**src/rtl/exp_align_pipe_if.sv**
```systemverilog
// Operand/result bundle for exp_align_pipe.
// Purpose: groups the input valid/ready handshake with the operand pair, and the output
//          valid/ready handshake with the aligned result.
// Modports:
//   slave  - the aligner: takes operands and out_ready, drives in_ready and the result.
//   master - the surrounding datapath: drives operands and out_ready, takes the result.
// Parameters: EXP_W exponent width, MAN_W mantissa width including the hidden bit.
interface exp_align_pipe_if #(
  parameter int unsigned EXP_W = 8,
  parameter int unsigned MAN_W = 24
);
  logic             in_valid;
  logic             in_ready;
  logic [EXP_W-1:0] exp_a;
  logic [EXP_W-1:0] exp_b;
  logic [MAN_W-1:0] man_a;
  logic [MAN_W-1:0] man_b;
  logic             out_valid;
  logic             out_ready;
  logic [EXP_W-1:0] exp_big;
  logic [MAN_W+1:0] man_big;
  logic [MAN_W+1:0] man_small;
  logic             sticky;
  logic             swapped;
  logic [EXP_W-1:0] exp_diff;

  modport slave (
    input  in_valid, exp_a, exp_b, man_a, man_b, out_ready,
    output in_ready, out_valid, exp_big, man_big, man_small, sticky, swapped, exp_diff
  );

  modport master (
    output in_valid, exp_a, exp_b, man_a, man_b, out_ready,
    input  in_ready, out_valid, exp_big, man_big, man_small, sticky, swapped, exp_diff
  );
endinterface

```
**src/rtl/exp_align_pipe.sv**
```systemverilog
// Exponent comparator and mantissa aligner for the FPU add/subtract path.
// Purpose: stage 1 compares exponents and orders the operands (larger exponent first);
//          stage 2 right-shifts the smaller mantissa (with two guard/round bits appended)
//          by the exponent difference and collects the shifted-out bits into sticky.
//          Two-stage valid/ready pipeline, full throughput, backpressure via out_ready.
// Ports:
//   CLK - clock, all state on the rising edge
//   RST - synchronous active-high reset; clears valids and all data registers
//   bus - exp_align_pipe_if.slave: in_valid/in_ready + exp_a/exp_b/man_a/man_b in;
//         out_valid/out_ready + exp_big/man_big/man_small/sticky/swapped/exp_diff out
module exp_align_pipe #(
  parameter int unsigned EXP_W = 8,
  parameter int unsigned MAN_W = 24
) (
  input logic             CLK,
  input logic             RST,
  exp_align_pipe_if.slave bus
);
  localparam int unsigned ShW = MAN_W + 2;

  // Stage 1 state
  logic             s1_v_q;
  logic [EXP_W-1:0] s1_exp_big_q;
  logic [MAN_W-1:0] s1_big_q;
  logic [MAN_W-1:0] s1_small_q;
  logic             s1_swapped_q;
  logic [EXP_W-1:0] s1_diff_q;

  // Stage 2 state (drives the outputs directly)
  logic             s2_v_q;
  logic [EXP_W-1:0] exp_big_q;
  logic [ShW-1:0]   man_big_q;
  logic [ShW-1:0]   man_small_q;
  logic             sticky_q;
  logic             swapped_q;
  logic [EXP_W-1:0] exp_diff_q;

  logic s1_adv;
  logic s2_adv;

  // Ready ripples back combinationally from out_ready; no skid buffer.
  always_comb begin
    s2_adv = !s2_v_q || bus.out_ready;
    s1_adv = !s1_v_q || s2_adv;
  end

  // Stage 1 compare
  logic [EXP_W:0]   d_c;
  logic             swap_c;
  logic [EXP_W-1:0] diff_c;

  always_comb begin
    d_c    = {1'b0, bus.exp_a} - {1'b0, bus.exp_b};
    swap_c = d_c[EXP_W];
    // Two's-complement negate gives the true magnitude when exp_a < exp_b.
    diff_c = swap_c ? (-d_c[EXP_W-1:0]) : d_c[EXP_W-1:0];
  end

  always_ff @(posedge CLK) begin
    if (RST) begin
      s1_v_q       <= 1'b0;
      s1_exp_big_q <= '0;
      s1_big_q     <= '0;
      s1_small_q   <= '0;
      s1_swapped_q <= 1'b0;
      s1_diff_q    <= '0;
    end else if (s1_adv) begin
      s1_v_q <= bus.in_valid;
      if (bus.in_valid) begin
        s1_swapped_q <= swap_c;
        s1_diff_q    <= diff_c;
        s1_exp_big_q <= swap_c ? bus.exp_b : bus.exp_a;
        s1_big_q     <= swap_c ? bus.man_b : bus.man_a;
        s1_small_q   <= swap_c ? bus.man_a : bus.man_b;
      end
    end
  end

  // Stage 2 align. The small mantissa is placed in the upper half of a double-width word so
  // the bits shifted past bit 0 land in the lower half and can be OR-reduced for sticky.
  logic [2*ShW-1:0] wide_c;
  logic [ShW-1:0]   shifted_c;
  logic             sticky_c;

  always_comb begin
    wide_c    = {s1_small_q, 2'b00, {ShW{1'b0}}} >> s1_diff_q;
    shifted_c = wide_c[2*ShW-1:ShW];
    sticky_c  = |wide_c[ShW-1:0];
    if (32'(s1_diff_q) >= ShW) begin
      shifted_c = '0;
      sticky_c  = |s1_small_q;
    end
  end

  always_ff @(posedge CLK) begin
    if (RST) begin
      s2_v_q      <= 1'b0;
      exp_big_q   <= '0;
      man_big_q   <= '0;
      man_small_q <= '0;
      sticky_q    <= 1'b0;
      swapped_q   <= 1'b0;
      exp_diff_q  <= '0;
    end else if (s2_adv) begin
      s2_v_q <= s1_v_q;
      if (s1_v_q) begin
        exp_big_q   <= s1_exp_big_q;
        man_big_q   <= {s1_big_q, 2'b00};
        man_small_q <= shifted_c;
        sticky_q    <= sticky_c;
        swapped_q   <= s1_swapped_q;
        exp_diff_q  <= s1_diff_q;
      end
    end
  end

  always_comb begin
    bus.in_ready  = s1_adv;
    bus.out_valid = s2_v_q;
    bus.exp_big   = exp_big_q;
    bus.man_big   = man_big_q;
    bus.man_small = man_small_q;
    bus.sticky    = sticky_q;
    bus.swapped   = swapped_q;
    bus.exp_diff  = exp_diff_q;
  end
endmodule

```
**src/flat_wrapper.sv**
```systemverilog
// flat-port wrapper written by rule: the top's interface ports become plain ports
module exp_align_pipe_flat 
#(
  parameter int unsigned EXP_W = 8,
  parameter int unsigned MAN_W = 24
)
  (CLK, RST, bus_in_valid, bus_exp_a, bus_exp_b, bus_man_a, bus_man_b, bus_out_ready, bus_in_ready, bus_out_valid, bus_exp_big, bus_man_big, bus_man_small, bus_sticky, bus_swapped, bus_exp_diff);
  exp_align_pipe_if #(.EXP_W(EXP_W), .MAN_W(MAN_W)) bus_i ();
  input logic CLK;
  input logic RST;
  input wire logic [$bits(bus_i.in_valid)-1:0] bus_in_valid;
  input wire logic [$bits(bus_i.exp_a)-1:0] bus_exp_a;
  input wire logic [$bits(bus_i.exp_b)-1:0] bus_exp_b;
  input wire logic [$bits(bus_i.man_a)-1:0] bus_man_a;
  input wire logic [$bits(bus_i.man_b)-1:0] bus_man_b;
  input wire logic [$bits(bus_i.out_ready)-1:0] bus_out_ready;
  output wire logic [$bits(bus_i.in_ready)-1:0] bus_in_ready;
  output wire logic [$bits(bus_i.out_valid)-1:0] bus_out_valid;
  output wire logic [$bits(bus_i.exp_big)-1:0] bus_exp_big;
  output wire logic [$bits(bus_i.man_big)-1:0] bus_man_big;
  output wire logic [$bits(bus_i.man_small)-1:0] bus_man_small;
  output wire logic [$bits(bus_i.sticky)-1:0] bus_sticky;
  output wire logic [$bits(bus_i.swapped)-1:0] bus_swapped;
  output wire logic [$bits(bus_i.exp_diff)-1:0] bus_exp_diff;
  assign bus_i.in_valid = bus_in_valid;
  assign bus_i.exp_a = bus_exp_a;
  assign bus_i.exp_b = bus_exp_b;
  assign bus_i.man_a = bus_man_a;
  assign bus_i.man_b = bus_man_b;
  assign bus_i.out_ready = bus_out_ready;
  assign bus_in_ready = bus_i.in_ready;
  assign bus_out_valid = bus_i.out_valid;
  assign bus_exp_big = bus_i.exp_big;
  assign bus_man_big = bus_i.man_big;
  assign bus_man_small = bus_i.man_small;
  assign bus_sticky = bus_i.sticky;
  assign bus_swapped = bus_i.swapped;
  assign bus_exp_diff = bus_i.exp_diff;
  exp_align_pipe #(.EXP_W(EXP_W), .MAN_W(MAN_W)) u_core (.CLK(CLK), .RST(RST), .bus(bus_i));
endmodule
```
**config.mk**
```make
export PLATFORM = sky130hd
export DESIGN_NAME = exp_align_pipe_flat
export DESIGN_NICKNAME = d
export VERILOG_FILES = /design/src/rtl/exp_align_pipe_if.sv /design/src/rtl/exp_align_pipe.sv /design/src/flat_wrapper.sv
export SDC_FILE = /design/constraint.sdc
export NUM_CORES = 1
export LEC_CHECK = 0
export BUFFER_PORTS_ARGS = -buffer_cell sky130_fd_sc_hd__buf_2
export CAP_MARGIN = 20
export CELL_PAD_IN_SITES_DETAIL_PLACEMENT = 1
export CELL_PAD_IN_SITES_GLOBAL_PLACEMENT = 2
export CORE_ASPECT_RATIO = 0.75
export CORE_MARGIN = 2
export CORE_UTILIZATION = 29
export DETAILED_ROUTE_END_ITERATION = 6
export GPL_ROUTABILITY_DRIVEN = 1
export PLACE_DENSITY = 0.85
export REMOVE_ABC_BUFFERS = 1
export SLEW_MARGIN = 25
export SYNTH_ARGS = -nofsm -noshare
export SYNTH_HDL_FRONTEND = slang
export SYNTH_SLANG_ARGS = --single-unit
```
**constraint.sdc**
```tcl
create_clock -name CLK -period 2.57 [get_ports CLK]
set_input_delay 0.1285 -clock CLK [delete_from_list [all_inputs] [get_ports CLK]]
set_output_delay 0.1285 -clock CLK [all_outputs]
set_load 0.005 [all_outputs]
```
==> metrics.md, run 1 <==
| Metric | Value |
|---|---|
| Outcome | completed |
| R2r endpoint | u_core.bus.sticky |
| RR Startpoint | u_core.s1_diff_q[2] |
| Top Ports | 140 |
| HP Class | input pin to register |
| Slew margin rel. | 50.4% |
| Fin. Hold Viols | 0 |
| Drt first-iter violations | 417 |
| Share of the synthesized area in the top cell type | 35.9% |
| Vias | 8,014 |
| Yosys warning count | 0 |
| Fin cells | 1,530 |
| Worst Clk Skew | 0.0140 ns |
| Count leader, synth | nand2_1 |
| Die width | 190 um |
| Post-Route WL | 28.3 mm |
| Period utilization | 97.2% |
| Synth unique cells | 64 |
| Final Critical Period | 2.50 ns |
| H-tree Lvls | 4 |
| Register area share after synthesis | 35.9% |
| Root Buffer | clkbuf_16 |
| CTS Sinks | 135 |
| Routed Antenna Nets | 0 |
| HPWL after DPL | 19.8 mm |
| Slew @ Worst Pin | 0.737 ns |
| Cell Count Post-Placement | 1,427 |
| Nets | 1,250 |
| Mapped Cells | 958 |
| Final setup fails | 0 |
| Fraction of registers with async set/reset | 0% |
| Critical path capture point type | register |
| Vias in the first global route | 7,971 |
| Num rows | 51 |
| Flop2flop setup slack | 0.07 ns |
| Yosys reg bits | 135 |
| Pin count of the biggest net entering global routing | 130 |
| Peak VDD IR | 484 uV |
| Ranking of synthesized cells by area | dfxtp_1 (36%), nand2_1 (12%), mux4_2 (7.2%), a31oi_1 (5.2%), o21ai_0 (5.1%) |
| Via density | 5.24 |
| Drt first pass iters | 4 |
| Post-Route Utilization | 39.8% |
| Placer Congestion | 0.907 |
| Avg WL per Cell | 18.5 um |
| Min Hold Slack | 0.101 ns |
| CTS Buffer Depth | 2 |
| Layout cells sized above 1 | 24.7% |
| GR Util All Layers | 20.9% |
| Avg Cell Area, Syn | 7.86 um^2 |
| Die Area | 27,300 um^2 |
| Crit Path Max Fanout | 7 |
| Clock latency at the later pin of the worst-skew pair | 0.44 ns |
| Unrepaired setup endpoints after global routing | true |
| Total gr overflow | 0 |
| Number of buffers created by CTS | 17 |
| CP required | 2.87 ns |
| Critical Path AT | 2.80 ns |
| Startpoint Class | register |
| PwrDens | 631 nW/um^2 |
| Filler Cell Count | 3,113 |
| Setup crit end | u_core.bus.sticky |
| Synth-to-Final Area Change | 35.8% |
| Yosys top cell by area | dfxtp_1 |
| Top_reg_cell synth | dfxtp_1 |
| Fmax | 400 MHz |
| Initial Utilization | 29.3% |
| Reg clk slew, reported paths | 0.06 ns |
| Max Transition Viols Final | 0 |
| Post-synth EDFFs | 0 |
| Pleak | 4.21 nW |
| Core area | 25,700 um^2 |
| Initial antenna violation count | 1 |
| Depth of the most critical reg-to-reg path | 8 |
| CTS tree | yes |
| Max-cap violation count | 0 |
| Multi-input gate area | 4450 um^2 |
| Critical path type | register to register |
| Number of port buffers | 137 |
| Die Y | 144 um |
| Min-delay src | bus_out_ready |
| DRC viols | 0 |
| First-pass GRT wire length | 44.5 mm |
| Seq. cell area | 2710 um^2 |
| Commonest cells post-synth | nand2_1 (231), dfxtp_1 (135), o21ai_0 (76) |
| Mapped cell area | 7530 um^2 |
| Crit path from | u_core.s1_diff_q[2] |
[critical path, cell delays in order (launching register included)]
cell	delay, ns
dfxtp_4	0.40
buf_12	0.14
mux4_2	0.54
mux4_2	0.53
o21ai_1	0.13
and4bb_1	0.21
nand4b_1	0.17
o211ai_1	0.14
nand4_1	0.10
[layout by cell type, fill, tap and decap left out, types with 4 or more instances in the layout]
master / instances
nand2_1: 231
buf_2: 137
dfxtp_1: 132
o21ai_0: 76
buf_4: 68
dlygate4sd3_1: 65
a21oi_1: 64
a31oi_1: 61
nor2_1: 53
mux2i_1: 24
mux4_2: 24
nand3_1: 18
clkbuf_16: 18
inv_1: 16
a22oi_1: 16
mux2_2: 12
nor3_1: 9
o211ai_1: 9
ha_1: 9
nor2b_1: 7
a21o_1: 7
nor4_1: 7
a211oi_1: 7
buf_12: 7
or3_1: 6
a32oi_1: 5
o21a_1: 5
nand4_1: 5
clkbuf_8: 5
nand2b_1: 4
o22ai_1: 4
a211o_1: 4
clkinv_2: 4
[report_power, final]
| group | internal, mW | switching (mW) | leakage, nW | total, mW |
|---|---|---|---|---|
| clock network | 1.36 | 0.956 | 0.269 | 2.31 |
| logic | 0.792 | 0.991 | 2.83 | 1.78 |
| registers | 2.23 | 0.130 | 1.11 | 2.36 |
[how the worst min path moves through the flow]
stage | endpoint | slack [ns] | depth (start not counted)
floorplan | u_core.bus.exp_big[0] | 0.20 | 1
global placement | u_core.s1_exp_big_q[2] | 0.40 | 3
detailed placement | u_core.s1_small_q[5] | 0.41 | 3
CTS | u_core.bus.out_valid | 0.08 | 4
global route | u_core.bus.out_valid | 0.11 | 4
finish | u_core.bus.out_valid | 0.10 | 4
[metrics by stage]
step	instance area, um^2	setup slack (ns)	setup TNS, ns	power, mW
floorplan	7180	-2.90	-166.44	3.32
global placement	8950	-0.0633	-1.12	4.02
detailed placement	8950	-0.0905	-3.39	4.06
CTS	10100	0.0209	0	6.49
global route	10200	-0.0440	-0.543	6.80
finish	10200	0.0711	0	6.45
[cell families after synthesis]
logic type               after synthesis  synth area share (%)
AND/OR/NAND/NOR                      355                  19.9
buffers and inverters                103                  5.70
other                                  1                0.0498
AO/OA/AOI/OAI                        289                  23.7
adder cells (fa/ha/maj)               10                  1.76
XOR/XNOR                               4                 0.465
multiplexers                          61                  12.5
flip-flops                           135                  35.9
[metal layers]
layer	GRT usage, %	wire length (um)	part of all wire (%)
met1	30.2	14300	51
met2	31.3	12200	43
met3	4.32	1400	5.0
met4	5.96	359	1.3
met5	0	0	0
[sequential cells by signal, indices dropped and copies added (netlist names)]
| name | flops |
|---|---|
| u_core.s1_v_q | 1 |
| u_core.s1_small_q | 24 |
| u_core.s1_exp_big_q | 8 |
| u_core.bus.man_small | 26 |
| u_core.bus.man_big | 24 |
| u_core.bus.swapped | 1 |
| u_core.s1_swapped_q | 1 |
| u_core.s1_diff_q | 8 |
| u_core.bus.out_valid | 1 |
| u_core.bus.sticky | 1 |
| u_core.s1_big_q | 24 |
| u_core.bus.exp_big | 8 |
| u_core.bus.exp_diff | 8 |
[final cells by class]
class | count | share of cell area [%]
antenna | 1 | 0.0245
timing repair buffer | 278 | 19.7
tap | 344 | 4.21
clock buffer | 25 | 4.94
inverter | 19 | 0.697
sequential | 135 | 26.5
multi-input combinational | 721 | 43.5
clock inverter | 7 | 0.428
[repair_timing]
item | CTS | global route
hold buffers | 65 | 0
gates cloned | 0 | 1
setup endpoints to repair | 1 | 66
gates resized for setup | 1 | 7
endpoints found under the hold margin | 57 | 0
setup buffers | 0 | 4
pin swaps | 0 | 1
Power figures use the tool's default switching activity.
==> inputs of run 2 (changes only) <==
--- a/config.mk
+++ b/config.mk
@@ -5,7 +5,7 @@
 export SDC_FILE = /design/constraint.sdc
 export NUM_CORES = 1
 export LEC_CHECK = 0
-export BUFFER_PORTS_ARGS = -buffer_cell sky130_fd_sc_hd__buf_2
+export BUFFER_PORTS_ARGS = -buffer_cell sky130_fd_sc_hd__buf_4
 export CAP_MARGIN = 20
 export CELL_PAD_IN_SITES_DETAIL_PLACEMENT = 1
 export CELL_PAD_IN_SITES_GLOBAL_PLACEMENT = 2
==> metrics.md, run 2 (synthesis results as in run 1) <==
| Metric | Value |
|---|---|
| Outcome | completed |
| Critical Path AT | 2.83 ns |
| Slew margin rel. | 57.3% |
| Critical path type | register to register |
| H-tree Lvls | 4 |
| Crit path max-delay family | multiplexers |
| WP buf/inv | 0 |
| Reg clk slew, reported paths | 0.07 ns |
| HP Class | input pin to register |
| PwrDens | 620 nW/um^2 |
| RR Startpoint | u_core.s1_diff_q[2] |
| Largest register FFs | 26 |
| Flop2flop setup slack | 0.04 ns |
| Placer Congestion | 0.904 |
| GR Util All Layers | 21.4% |
| Die Area | 27,300 um^2 |
| First-pass GRT wire length | 45.6 mm |
| Crit Path Max Fanout | 6 |
| Vias in the first global route | 7,939 |
| Slowest cell on crit path | mux4_2 |
| Final Critical Period | 2.53 ns |
| Root Buffer | clkbuf_16 |
| Nets | 1,251 |
| Die width | 190 um |
| Peak VDD IR | 519 uV |
| Clock latency at the later pin of the worst-skew pair | 0.44 ns |
| Critical path cell sequence | mux4_2, mux2_2, a221o_1, and4bb_1, nand4b_1, o211ai_1, nand4_1 |
| Pleak | 4.29 nW |
| Number of port buffers | 137 |
| Fmax | 396 MHz |
| HPWL after DPL | 20.2 mm |
| Setup tns final | 0 ns |
| Avg WL per Cell | 19.2 um |
| Commonest non-fill, non-tap cells in the layout | nand2_1 (231), buf_4 (201), dfxtp_1 (133), o21ai_0 (76), dlygate4sd3_1 (65) |
| DRC viols | 0 |
| Via density | 5.27 |
| Routed Antenna Nets | 0 |
| CP required | 2.87 ns |
| Max-cap violation count | 0 |
| Initial Utilization | 29.3% |
| Worst Clk Skew | 0.0135 ns |
| Unrepaired setup endpoints after global routing | true |
| Critical path capture point type | register |
| DP Worst Slack | -0.135 ns |
| Worst path max stage delay | 0.55 ns |
| Drt first pass iters | 4 |
| Post-Route WL | 29.3 mm |
| # diodes | 0 |
| Initial antenna violation count | 0 |
| Slew @ Worst Pin | 0.636 ns |
| Period utilization | 98.3% |
| CTS Buffer Depth | 2 |
| Top Ports | 140 |
| CTS Sinks | 135 |
| Fin. Hold Viols | 0 |
| Cell Count Post-Placement | 1,427 |
| Final setup margin | 0.0426 ns |
| Met3 wire len | 1.57 mm |
| Startpoint Class | register |
| R2r endpoint | u_core.bus.sticky |
| Final setup fails | 0 |
| Fin cells | 1,530 |
| Overall power | 6.59 mW |
| Max Transition Viols Final | 0 |
| Die Y | 144 um |
| Drt first-iter violations | 427 |
| Wl on met1 | 14.8 mm |
| Core area | 25,700 um^2 |
| Commonest non-fill, non-tap cell in the layout | nand2_1 |
| Metal2 WL | 12.7 mm |
| Depth of the most critical reg-to-reg path | 7 |
| Hold Path Sink | u_core.bus.out_valid |
| Pin count of the biggest net entering global routing | 47 |
| Min-delay src | RST |
| Num rows | 51 |
| Total gr overflow | 0 |
| CTS tree | yes |
| Number of buffers created by CTS | 17 |
| Layout cells sized above 1 | 25.0% |
| Top routing layer in use | met4 |
| Synth-to-Final Area Change | 41.1% |
| Vias | 8,068 |
| Cell depth of the worst hold path | 2 |
-- run 2: cell type report --
cell class / count / area (um^2)
fillers: 3087 / 15100
multi-input cells: 721 / 4450
flip-flops and latches: 135 / 2710
repair buffers: 279 / 2400
clock buffers: 20 / 447
well taps: 344 / 430
clock inverters: 12 / 105
inverters: 19 / 75.1
-- run 2: what timing repair did --
item,4_1_cts,5_1_grt
endpoints found under the setup margin,1,63
hold endpoints to repair,57,0
buffers inserted,0,4
cloned,0,2
pin swaps,0,7
hold buffers,65,0
resized for setup,2,11
-- run 2: metal layers --
layer / global-route usage (%) / vias to the layer above
met4: 4.73 / 0
met5: 0 / -
met1: 31.3 / 3964
met3: 4.30 / 17
li1: - / 3873
met2: 32.3 / 214
-- run 2: worst max path at each step --
stage | startpoint | endpoint | slack, ns | depth (start not counted)
after floorplan | u_core.bus.out_valid | u_core.s1_diff_q[2] | -2.90 | 4
after global placement | bus_exp_a[0] | u_core.s1_small_q[21] | -0.03 | 14
after detailed placement | bus_exp_a[0] | u_core.s1_small_q[5] | -0.13 | 14
after CTS | u_core.s1_diff_q[1] | u_core.bus.sticky | 0.04 | 8
after global routing | u_core.s1_diff_q[2] | u_core.bus.sticky | -0.04 | 7
final | u_core.s1_diff_q[2] | u_core.bus.sticky | 0.04 | 7
-- run 2: through the flow --
step	utilization (%)	instance area [um^2]	hold WS [ns]
floorplan	-	7180	0.198
global placement	36.1	9290	0.409
detailed placement	36.1	9290	0.415
CTS	40.8	10500	0.0737
global route	41.3	10600	0.0917
finish	41.3	10600	0.0775
-- run 2: report_power, final --
part | internal (mW) | switching, mW
registers | 2.23 | 0.134
clock network | 1.35 | 1.01
logic | 0.853 | 1.01
total | 4.43 | 2.16
